## src/rtl/mem_port_arbiter.sv

```systemverilog
`default_nettype none
// ----------------------------------------------------------------------------
// mem_port_arbiter : shares one memory port between a UART loader and a CPU
// Revision 1.0 - initial release
// ----------------------------------------------------------------------------
module mem_port_arbiter #(
  parameter int ADDR_W = 14,
  parameter int DATA_W = 32
) (
  input  logic              clk,
  input  logic              rst_n,
  input  logic              boot_mode,
  input  logic              u_req,
  input  logic [ADDR_W-1:0] u_addr,
  input  logic [DATA_W-1:0] u_wdata,
  output logic              u_ack,
  input  logic              c_req,
  input  logic              c_we,
  input  logic [ADDR_W-1:0] c_addr,
  input  logic [DATA_W-1:0] c_wdata,
  output logic              c_ack,
  output logic [DATA_W-1:0] c_rdata,
  output logic              mem_en,
  output logic              mem_we,
  output logic [ADDR_W-1:0] mem_addr,
  output logic [DATA_W-1:0] mem_din,
  input  logic [DATA_W-1:0] mem_dout,
  output logic              busy,
  output logic              last_grant,
  output logic [15:0]       u_count
);

  typedef enum logic [1:0] {
    IDLE   = 2'd0,
    ACCESS = 2'd1,
    RDATA  = 2'd2
  } state_t;

  localparam logic [15:0] C_COUNT_MAX = 16'hFFFF;

  state_t              r_state, w_state_next;
  logic                r_mem_en, w_mem_en_next;
  logic                r_mem_we, w_mem_we_next;
  logic [ADDR_W-1:0]   r_mem_addr, w_mem_addr_next;
  logic [DATA_W-1:0]   r_mem_din, w_mem_din_next;
  logic                r_u_ack, w_u_ack_next;
  logic                r_c_ack, w_c_ack_next;
  logic [DATA_W-1:0]   r_rdata_hold, w_rdata_hold_next;
  logic                r_last_grant, w_last_grant_next;
  logic [15:0]         r_u_count, w_u_count_next;

  logic                w_u_elig;
  logic                w_c_elig;
  logic                w_pick_c;

  assign w_u_elig = u_req;
  assign w_c_elig = c_req & ~boot_mode;
  // On a tie the requester that did not win last time goes next.
  assign w_pick_c = w_c_elig & (~w_u_elig | ~r_last_grant);

  always_comb begin
    w_state_next      = r_state;
    w_mem_en_next     = 1'b0;
    w_mem_we_next     = 1'b0;
    w_mem_addr_next   = r_mem_addr;
    w_mem_din_next    = r_mem_din;
    w_u_ack_next      = 1'b0;
    w_c_ack_next      = 1'b0;
    w_rdata_hold_next = r_rdata_hold;
    w_last_grant_next = r_last_grant;
    w_u_count_next    = r_u_count;

    case (r_state)
      IDLE: begin
        if (w_u_elig || w_c_elig) begin
          w_state_next      = ACCESS;
          w_mem_en_next     = 1'b1;
          w_last_grant_next = w_pick_c;
          if (w_pick_c) begin
            w_mem_we_next   = c_we;
            w_mem_addr_next = c_addr;
            w_mem_din_next  = c_wdata;
            w_c_ack_next    = c_we;
          end else begin
            w_mem_we_next   = 1'b1;
            w_mem_addr_next = u_addr;
            w_mem_din_next  = u_wdata;
            w_u_ack_next    = 1'b1;
          end
        end
      end
      ACCESS: begin
        if (r_u_ack && (r_u_count != C_COUNT_MAX)) begin
          w_u_count_next = r_u_count + 16'd1;
        end
        // Only CPU reads leave mem_we low, so it doubles as the read flag.
        if (r_mem_we) begin
          w_state_next = IDLE;
        end else begin
          w_state_next = RDATA;
          w_c_ack_next = 1'b1;
        end
      end
      RDATA: begin
        w_rdata_hold_next = mem_dout;
        w_state_next      = IDLE;
      end
      default: begin
        w_state_next = IDLE;
      end
    endcase
  end

  always_ff @(posedge clk) begin
    if (!rst_n) begin
      r_state      <= IDLE;
      r_mem_en     <= 1'b0;
      r_mem_we     <= 1'b0;
      r_mem_addr   <= '0;
      r_mem_din    <= '0;
      r_u_ack      <= 1'b0;
      r_c_ack      <= 1'b0;
      r_rdata_hold <= '0;
      r_last_grant <= 1'b1;
      r_u_count    <= 16'd0;
    end else begin
      r_state      <= w_state_next;
      r_mem_en     <= w_mem_en_next;
      r_mem_we     <= w_mem_we_next;
      r_mem_addr   <= w_mem_addr_next;
      r_mem_din    <= w_mem_din_next;
      r_u_ack      <= w_u_ack_next;
      r_c_ack      <= w_c_ack_next;
      r_rdata_hold <= w_rdata_hold_next;
      r_last_grant <= w_last_grant_next;
      r_u_count    <= w_u_count_next;
    end
  end

  // Read data is presented straight from memory in RDATA and held afterwards.
  assign c_rdata    = (r_state == RDATA) ? mem_dout : r_rdata_hold;
  assign mem_en     = r_mem_en;
  assign mem_we     = r_mem_we;
  assign mem_addr   = r_mem_addr;
  assign mem_din    = r_mem_din;
  assign u_ack      = r_u_ack;
  assign c_ack      = r_c_ack;
  assign busy       = (r_state != IDLE);
  assign last_grant = r_last_grant;
  assign u_count    = r_u_count;

endmodule
`default_nettype wire

```

## config.mk

```make
export PLATFORM = sky130hd
export DESIGN_NAME = mem_port_arbiter
export DESIGN_NICKNAME = d
export VERILOG_FILES = /design/src/rtl/mem_port_arbiter.sv
export SDC_FILE = /design/constraint.sdc
export NUM_CORES = 1
export LEC_CHECK = 0
export BUFFER_PORTS_ARGS = -buffer_cell sky130_fd_sc_hd__buf_4
export CAP_MARGIN = 20
export CORE_ASPECT_RATIO = 0.7
export CORE_UTILIZATION = 41
export DETAILED_ROUTE_END_ITERATION = 10
export GPL_TIMING_DRIVEN = 0
export HOLD_SLACK_MARGIN = 0.02
export PLACE_DENSITY = 0.83
export RECOVER_POWER = 100
export REMOVE_ABC_BUFFERS = 1
export SETUP_SLACK_MARGIN = 0.4
export SLEW_MARGIN = 20
export SYNTH_ARGS = -nofsm -noshare
export SYNTH_HDL_FRONTEND = slang
export SYNTH_SLANG_ARGS = --single-unit
```

## constraint.sdc

```tcl
create_clock -name clk -period 1.9 [get_ports clk]
set_clock_uncertainty 0.15 [all_clocks]
set_input_delay 0.57 -clock clk [delete_from_list [all_inputs] [get_ports clk]]
set_output_delay 0.57 -clock clk [all_outputs]
set_load 0.01 [all_outputs]
```

Word-level counts from Yosys, hierarchy flattened. Index checks and enable logic that the tools add are counted.

Divide/modulo/power cells: 0. Equality and inequality tests: 4. Multiplexer cells: 13. Bitwise operators: 6. Reduce and logical (&&, ||, !) cells: 8. Add/sub/neg operators: 1. $lt $le $gt $ge: 0. $mul: 0. Shift-type cells: 0.

Operators with widths (number): $mux 32 (2); $add 16x1->16 const B (1); $ne 16x16->1 const B (1); $mux 14 (1); $mux 1 (6); $reduce_and 2->1 (3); $mux 2 (2); $pmux 2 s2 (1); $not 1->1 (3); $reduce_and 3->1 (1); $and 1x1->1 (2); $eq 2x1->1 const B (1); $eq 2x2->1 const B (1); $logic_not 2->1 (1); $ne 2x2->1 const B (1); $pmux 1 s2 (1); $reduce_bool 2->1 (1); $logic_and 1x1->1 (1); $logic_or 1x1->1 (1); $or 1x1->1 (1).

Memory bits (writable): 0. ROM bits: 0. Input bits: 130. Flip-flop bits (word level): 101. Bits in latches: 0. Memories kept: 0. Word-level logic and storage cells: 42.

Depth between registers and ports, before layout.
Depth after elaboration: 6. Depth in mapped cells: 6. Depth with buffers taken out: 5.

Worst setup path after synthesis. Ideal clock, no wire load.

Path kind: register to output. Start point: register r_state[0]. End point: output c_rdata[24]. Slack: -0.110 ns. Stages on the path, launching flop included: 5. Path buffers: 2. Required time: 1.180 ns. Arrival: 1.290 ns. Cells stage by stage: dfxtp_1 and2b_1 clkbuf_1 buf_2 mux2_1.

Word-level cells in the longest chain between the ends: 2.

RTL lines: start: declaration (RTL line 41) `state_t r_state, w_state_next;`; start signal: assignment (RTL line 127) `r_state <= w_state_next;`; $eq 2x2->1 (RTL line 141) `assign c_rdata = (r_state == RDATA) ? mem_dout : r_rdata_hold;`; $mux 32; end: declaration (RTL line 22) `output logic [DATA_W-1:0] c_rdata,`.

No other way between the ends.

Worst setup path after layout.
Start point: register r_state[0]. End point: output c_rdata[4].

Same word-level chain as after synthesis.

==> reports/results.txt <==
The logs give 0 for the initial antenna violation count and 2 for the buffer depth of the longest clock path. The final layout net count is 817, and the total number of vias is 4,459. The fraction of layout cells with a size suffix above 1 was 59.0%; the clock transition at the register clock pins on the worst setup and hold paths after CTS was 70 ps. The number of antenna diodes is 0.

The Yosys step of the flow raised 0 warnings. The worst-case IR drop observed on VDD is 0.000489 V. The final critical path time including I/O delays and setup came out at 2300 ps.

The iteration count of the initial detailed-routing pass is 4. The type of element launching the critical path was a flop. The checks that failed: setup timing. In the finished design, the share of the clock period the worst path needs comes to 121%.

After synthesis, the share of flip-flops with an asynchronous set or reset is 0%. The floorplan step defined a die boundary enclosing 10,900 µm². The run gives 0 as the number of remaining DRC errors. The tools report the number of buffers inserted for hold repair after clock tree synthesis as 0. In this run the worst hold path is classified as flop to flop. In the final layout, the multi-input gates occupy 2570 µm². Timing would allow up to 0.434 GHz. The clock tree synthesis step divided the H-tree into 3 levels. The slew at the pin closest to its max-slew limit is 777 ps. Total global-route track usage: 26.1%. In this run, synthesis produced a sequential element count of 101. The die is 87.7 µm tall. Averaged over all synthesized cells, the footprint is 9.90 µm².

Measured on the finished design, the core utilization comes to 75.7%. Headroom to the max-slew limit came out at 47.8%. The run gives 4,330 as the number of global-route vias before repair.

In this run the static leakage power is 0.00353 µW. In this run the standard cell core region covers 9950 µm². TritonCTS built the clock tree.

The count of nets left with antenna violations once routing finished came out at 0. The register-to-register setup slack came out at -150 ps. Summed over all layers, the routed wires come to 15,900 µm. The area added between synthesis and finish came out at 75.3%. The synthesized netlist occupies a cell area of 4300 µm².

Of all nets on the critical path, the largest fanout is 8. The tree built by TritonCTS fans out to 101 sinks. The tools report the worst endpoint data arrival time as 1580 ps. For the placed instance area, the log shows 6120 µm². For this run, the leading register cell type out of synthesis is dfxtp_1. The run finished, with violations left.

The count of final max-slew check failures was 0; the number of maximum-capacitance violations was 0. The pin count of the biggest net entering global routing is 50. The first-pass GRT wire length is 22,400 µm, and the routed wire length per instance is 19.5 µm. The number of buffers inserted during clock tree synthesis is 9. Once layout is done, the placed cells without fillers occupy 7530 µm².

The flip-flop and latch area came out at 2110 µm². The number of top-level pins was 230; the number of core rows was 30. Setup repair after global routing could not meet its margin everywhere.

The congestion estimate from routability-driven global placement came to 0.874. The required time of the worst setup path came out at 1180 ps. The filler cells instantiated in the layout total 664. The gate count after technology mapping is 434. The tools report the kind of end point of the critical path as an output pin.

The leftover overflow at the end of global routing came out at 0. The tools report the cell at the root of the clock tree as clkbuf_16. For the setup violation total in the final timing report, the log shows 57. In this run the horizontal extent of the chip is 124 µm. Input and output buffers added on the ports amount to 229. The tools report the detailed placement HPWL as 9060 µm. In the routed layout, each cell is associated on average with a via count of 5.44.

The number of DRC markers in iteration 0 is 270, and the number of synthesized flops with an enable pin is 0. Timing analysis after detailed placement gives a worst setup slack of -470 ps. The share of the Yosys chip area taken by registers is 47.1%.

The final hold violation count was 0; the count of different cell masters after synthesis was 39. The run gives -404 ps as the worst-case setup margin in the final layout. The initial standard-cell utilization of the core came out at 43.2%. In this run the power density over the cells is 706 nW/µm². By startpoint and endpoint, the worst setup path is classified as flop to output pin. Clock latency on the worst-skew pair, taken at its later pin, is 350 ps.
power by group:
group	switching [µW]	internal, µW
Clock	895	924
Combinational	504	658
Sequential	88.1	2250
area by class of cell:
| type | count | area share (%) |
|---|---|---|
| clock inverter | 7 | 0.897 |
| sequential | 101 | 28.0 |
| tap | 128 | 2.13 |
| multi-input combinational | 299 | 34.1 |
| clock buffer | 9 | 2.99 |
| inverter | 5 | 0.299 |
| timing repair buffer | 270 | 31.6 |
metrics by stage:
stage | cells | hold WS [ps] | setup TNS [ps] | power (µW)
floorplan | 401 | 315 | -72640 | 2820
finish | 819 | 292 | -15360 | 5320
global placement | 758 | 276 | -145250 | 3350
CTS | 798 | 284 | -15850 | 5290
global route | 819 | 286 | -20500 | 5540
detailed placement | 761 | 276 | -34250 | 3380
worst paths after layout:
check / startpoint / to / cells past startpoint
max: r_state[0] / c_rdata[4] / 4
min: mem_we / r_state[1] / 1
max reg2reg: r_state[0] / mem_addr[5] / 6
min reg2reg: mem_we / r_state[1] / 1
Yosys cell counts, drive strengths merged, types with 7 or more instances:
master	number	area share [%]
dfxtp	101	47
a21oi	11	1.3
nand3	7	0.82
buf	10	0.96
nor2	48	4.2
nand2	11	0.96
clkbuf	23	2.0
or3	7	1.0
mux2i	49	11
a211oi	47	8.2
and2	35	5.1
mux2	32	8.4
critical path, cell delays in order, from the launching register on:
cell,delay [ps]
dfxtp_4,360
and2b_4,290
buf_12,150
mux2_4,320
buf_6,120
cells in the final DEF (no fill, tap or decap), drive strengths merged, types with 6 or more instances in the layout:
cell type	instances
clkbuf	9
dfxtp	101
a211oi	47
inv	7
or4	6
a21oi	11
and2	35
buf	270
mux2	32
nand2	11
nor2	48
o21ai	6
mux2i	49
nand3	7
or3	7
sequential cells by signal, summed over array words and instances (netlist names), 2 cells and up:
register      flops
mem_din          32
r_rdata_hold     32
u_count          16
mem_addr         14
r_state           2
per-layer routing:
layer	routed length (µm)	up-vias	GRT usage, %
li1	-	2065	-
met1	5900	2138	28.4
met2	8470	211	47.5
met3	1110	45	9.04
met4	463	0	9.75
met5	0	-	0
cell families after synthesis:
group	count (synthesis)	synth area share (%)
buffers and inverters	38	3.44
adders and majority gates	1	0.291
AOI/OAI and AO/OA	75	12.2
muxes	81	19.8
DFF	101	47.1
and+or+nand+nor	138	17.2
repair_timing:
| item | CTS | global route |
|---|---|---|
| pin swaps | 19 | 9 |
| endpoints found under the hold margin | 0 | 0 |
| resized for setup | 171 | 52 |
| buffers inserted | 17 | 20 |
| cloned | 4 | 1 |
| setup endpoints to repair | 201 | 198 |
Note: power is estimated with default switching activity, not from simulation.
